<file path="config.mk">
export PLATFORM = sky130hd
export DESIGN_NAME = mult_lut_seq
export DESIGN_NICKNAME = d
export VERILOG_FILES = /design/src/rtl/mult_lut_seq.sv
export SDC_FILE = /design/constraint.sdc
export NUM_CORES = 1
export LEC_CHECK = 0
export BUFFER_PORTS_ARGS = -buffer_cell sky130_fd_sc_hd__buf_2
export CAP_MARGIN = 10
export CELL_PAD_IN_SITES_DETAIL_PLACEMENT = 1
export CELL_PAD_IN_SITES_GLOBAL_PLACEMENT = 2
export CORE_MARGIN = 5
export CORE_UTILIZATION = 35
export DETAILED_ROUTE_END_ITERATION = 10
export PLACE_DENSITY = 0.85
export SYNTH_ARGS = -nofsm -noshare
export SYNTH_HDL_FRONTEND = slang
export SYNTH_SLANG_ARGS = --single-unit
</file>
<file path="constraint.sdc">
create_clock -name Clock -period 9.41 [get_ports Clock]
set_input_delay 0 -clock Clock [delete_from_list [all_inputs] [get_ports Clock]]
set_output_delay 0 -clock Clock [all_outputs]
set_load 0.05 [all_outputs]
</file>
<file path="src/rtl/mult_lut_seq.sv">
// Sequential radix-4 LUT multiplier: one 2-bit digit of the multiplier per clock,
// start/done handshake, held result, per-operation signed/unsigned mode.
module mult_lut_seq #(
    parameter int WIDTH = 16  // even, >= 4
) (
    input  logic                 Clock,
    input  logic                 Reset,
    input  logic                 iStart,
    input  logic                 iSigned,
    input  logic [WIDTH-1:0]     iDato_A,
    input  logic [WIDTH-1:0]     iDato_B,
    output logic                 oBusy,
    output logic                 oDone,
    output logic [2*WIDTH-1:0]   oResult_Mux
);

    localparam int PW   = 2 * WIDTH;
    localparam int NDIG = WIDTH / 2;
    localparam int CW   = (NDIG > 1) ? $clog2(NDIG) : 1;
    localparam logic [CW-1:0] CNT_LAST = CW'(NDIG - 1);

    typedef enum logic [1:0] {IDLE, CALC, FIX} state_t;

    state_t           state_q;
    logic [PW-1:0]    mcand_q;
    logic [PW-1:0]    acc_q;
    logic [PW-1:0]    result_q;
    logic [WIDTH-1:0] mplier_q;
    logic [CW-1:0]    cnt_q;
    logic             neg_q;
    logic             busy_q;
    logic             done_q;

    logic [WIDTH-1:0] mag_a_d, mag_b_d;
    logic [PW-1:0]    pp_d, acc_d, neg_res_d;
    logic             neg_d;

    // Magnitudes fit unsigned in WIDTH bits, including the most negative operand.
    always_comb begin
        mag_a_d = (iSigned && iDato_A[WIDTH-1]) ? (~iDato_A + 1'b1) : iDato_A;
        mag_b_d = (iSigned && iDato_B[WIDTH-1]) ? (~iDato_B + 1'b1) : iDato_B;
        neg_d   = iSigned & (iDato_A[WIDTH-1] ^ iDato_B[WIDTH-1]);
    end

    // mcand_q is pre-shifted by 2 each step, so the LUT entry already carries the
    // digit weight and no barrel shifter is needed.
    always_comb begin
        pp_d = '0;
        case (mplier_q[1:0])
            2'd0: pp_d = '0;
            2'd1: pp_d = mcand_q;
            2'd2: pp_d = mcand_q << 1;
            2'd3: pp_d = mcand_q + (mcand_q << 1);
            default: pp_d = '0;
        endcase
        acc_d     = acc_q + pp_d;
        neg_res_d = ~acc_q + 1'b1;
    end

    always_ff @(posedge Clock or negedge Reset) begin
        if (!Reset) begin
            state_q  <= IDLE;
            mcand_q  <= '0;
            acc_q    <= '0;
            result_q <= '0;
            mplier_q <= '0;
            cnt_q    <= '0;
            neg_q    <= 1'b0;
            busy_q   <= 1'b0;
            done_q   <= 1'b0;
        end else begin
            done_q <= 1'b0;
            case (state_q)
                IDLE: begin
                    if (iStart) begin
                        mcand_q  <= {{WIDTH{1'b0}}, mag_a_d};
                        mplier_q <= mag_b_d;
                        neg_q    <= neg_d;
                        acc_q    <= '0;
                        cnt_q    <= '0;
                        busy_q   <= 1'b1;
                        state_q  <= CALC;
                    end
                end
                CALC: begin
                    acc_q    <= acc_d;
                    mcand_q  <= mcand_q << 2;
                    mplier_q <= mplier_q >> 2;
                    cnt_q    <= cnt_q + 1'b1;
                    if (cnt_q == CNT_LAST)
                        state_q <= FIX;
                end
                FIX: begin
                    // Negating zero yields zero, so no -0 special case.
                    result_q <= neg_q ? neg_res_d : acc_q;
                    done_q   <= 1'b1;
                    busy_q   <= 1'b0;
                    state_q  <= IDLE;
                end
                default: state_q <= IDLE;
            endcase
        end
    end

    assign oBusy       = busy_q;
    assign oDone       = done_q;
    assign oResult_Mux = result_q;

endmodule

</file>
==> results.ini <==
[synth]
synth_top_area_cell=dfrtp_1
yosys_most_used_dff=dfrtp_1
syn_area_sq_mm=0.00926
synthesis.nets=1156
synth_edf_count=0
synthTopCellsByArea=dfrtp_1, ha_1, o21ai_0
ys_seq_area_share_pct=32.4
ys_ff_latch=120
synth.lib_cells_used.distinct=72
async_flop_share_pct=100
synth_top_cell_area_share_pct=32.4
postSynthAreaPerCell_sq_um=8.80
yosysWarnings=0
netlist_instances=1052

[clock_tree]
postCtsResizedCells=0
cts_tree=yes
clkTransAtPathRegs_ps=60
clkLatencyLatePin_ps=430
clockBufferDepth=2
htree_levels=4
cts_root_buffer=clkbuf_16
post_cts_buffers=0
numCtsBuffers=17
cts_sinks=120

[setup_path]
path_buf_inv=0
cp-startpoint=mcand_q[1]
crit_fanout=7
endpoint_kind=flip-flop
criticalPathCategory=reg -> reg
cp_slowest_stage_delay_ps=470
cp.arrival_ps=6040
critPathRequiredTime_ps=9700
worst_path_max_delay_cell=dfrtp_1
crit_path_start_kind=flip-flop
reg2reg_from=mcand_q[1]
crit_top_cell=a21oi_1
crit_family=compound AO/OA/AOI/OAI gates
cp_cell_sequence=ha_1 -> fa_1 -> a211oi_1 -> o21ai_0 -> a21oi_1 -> a21oi_1 -> nand3_1 -> nand3b_1 -> a221oi_1 -> xnor2_1 -> mux2_2 -> a22o_1 -> ha_1 -> a21o_1 -> a21o_1 -> a21oi_1 -> nor3b_1 -> a211oi_1 -> or3_1 -> a21oi_1 -> xor2_1 -> o21ai_0

[global_routing]
grt_pass1_wl_um=44100
groute.usage.overall_pct=17.5
grt_pass1_vias=8498
grt_overflow_total=0
grt_max_degree=70
antenna_found_initial=0

[pwr]
power_per_cell_area_mw_per_mm2=363
ir_drop_uv=187
p_total_uw=3930
p_leak_uw=0.00491

[timing]
final-setup-viol-count=0
rsz0062_at_grt=no
min_period_ps=5750
holdWs_ps=33.5
worstMarginPinSlew_ps=1070
hold_viol=0
maxSlewHeadroom_pct=28.4
drv_slew=0
final.period_utilization_pct=61.1
skew_ps=14.6
finalSetupTns_ps=0
max_freq_mhz=174

[die]
rows=59
start_util_pct=35.5
dieArea_sq_mm=0.0298
die_h_um=173
ios=70
dieWidth_um=173
core_area_sq_mm=0.0261

[route]
post_drt_wl_per_cell_um=17.6
viasPerCell=5.55
drt_iter0_markers=374
drt_pass1_iterations=5
num_vias=8232
drt_wl_total_um=26100
ant_nets=0
drc=0

[finish]
layout-drive-gt1-share_pct=13.5
most-common-layout-cells=nand2_1, o21ai_0, dfrtp_1
n_antenna_cell=0
syn_to_final_growth_pct=16.9
nets=1241

[flow_run]
drv_cap=0

[place]
dp_hpwl_um=19400
io_buffers=69
gp_congestion=0.875

[min_path]
hold_start=iDato_B[13]
hp-class=in -> reg

[status]
status=complete, no violations

-- cells in the mapped netlist, types with 4 or more instances --
master	count
nor3_1	19
inv_1	26
nor2_1	49
xor2_1	59
xnor2_1	43
nor2b_1	6
nand3_1	16
nand2_1	123
o41ai_1	7
or3_1	8
o211ai_1	4
ha_1	66
a21oi_1	64
clkbuf_1	37
nand4_1	8
mux2_2	17
o21bai_1	10
o31ai_1	18
a22oi_1	28
o21ai_0	122
a21o_2	5
buf_1	4
a21o_1	24
a22o_1	44
and2_1	8
dfrtp_1	120
a31oi_1	5
nand2b_1	12
o21a_1	8
or4_1	5
a2111o_1	4
a211oi_1	6
o22ai_1	12
-- final timing paths --
path / endpoint / slack (ps) / cells after the start
worst max register to register: acc_q[28] / 3660 / 22
min in group asynchronous: oResult_Mux[5] / 240 / 2
max in group asynchronous: mcand_q[20] / 7930 / 3
worst min-delay path: mplier_q[13] / 30 / 4
worst min register to register: oBusy / 470 / 2
worst max-delay path: acc_q[28] / 3660 / 22
-- per-stage QoR --
stage / std cells / area (sq um) / worst slack [ps] / util, %
finish: 1484 / 10800 / 3660 / 41.5
global placement: 1421 / 9920 / 3800 / 38.1
CTS: 1484 / 10800 / 3640 / 41.5
detailed placement: 1421 / 9920 / 3690 / 38.1
floorplan: 1052 / 9260 / 4300 / -
global route: 1484 / 10800 / 3070 / 41.5
-- routing by layer --
| metal | routed length [um] | up-vias | global-route usage [%] |
|---|---|---|---|
| met4 | 245 | 0 | 4.03 |
| met2 | 11800 | 154 | 27.6 |
| met3 | 1320 | 18 | 2.77 |
| met5 | 0 | - | 0 |
| li1 | - | 4088 | - |
| met1 | 12800 | 3972 | 25.2 |
-- state kept, by name, summed over array words and instances, names as in the netlist --
name	cells
mcand_q	32
state_q	2
mplier_q	16
acc_q	32
oResult_Mux	32
oBusy	1
oDone	1
neg_q	1
cnt_q	3
-- layout make-up --
type,count,area [sq um]
clock inverter,14,151
clock buffer,17,425
sequential,120,3000
fill,3081,15200
tap,335,419
inverter,27,101
multi-input combinational,861,5980
timing repair buffer,110,736
-- repair_timing --
action / CTS / global route
endpoints found under the hold margin: 97 / 0
setup endpoints to repair: 0 / 0
hold buffers: 32 / 0
-- tightest hold or removal path: stages --
cell and delay [ps]:
buf_2 110, xnor2_1 90, o22ai_1 110, a21oi_1 90
-- cells by family (layout without fill, tap and decap cells) --
kind of cell    count (synthesis)  count (layout)  share of synthesized area (%)
compound gates                395             395                           28.8
simple gates                  276             276                           14.2
flops                         120             120                           32.4
xor+xnor                      102             102                           9.65
buf+inv                        71             168                           3.16
fa+ha+maj                      68              68                           9.35
mux                            20              20                           2.39
-- power by group --
| group | switching [uW] | internal (uW) | total (uW) |
|---|---|---|---|
| sequential | 290 | 733 | 1020 |
| combinational | 1360 | 902 | 2260 |
| clock | 251 | 389 | 640 |
(Power assumes the default switching activity.)
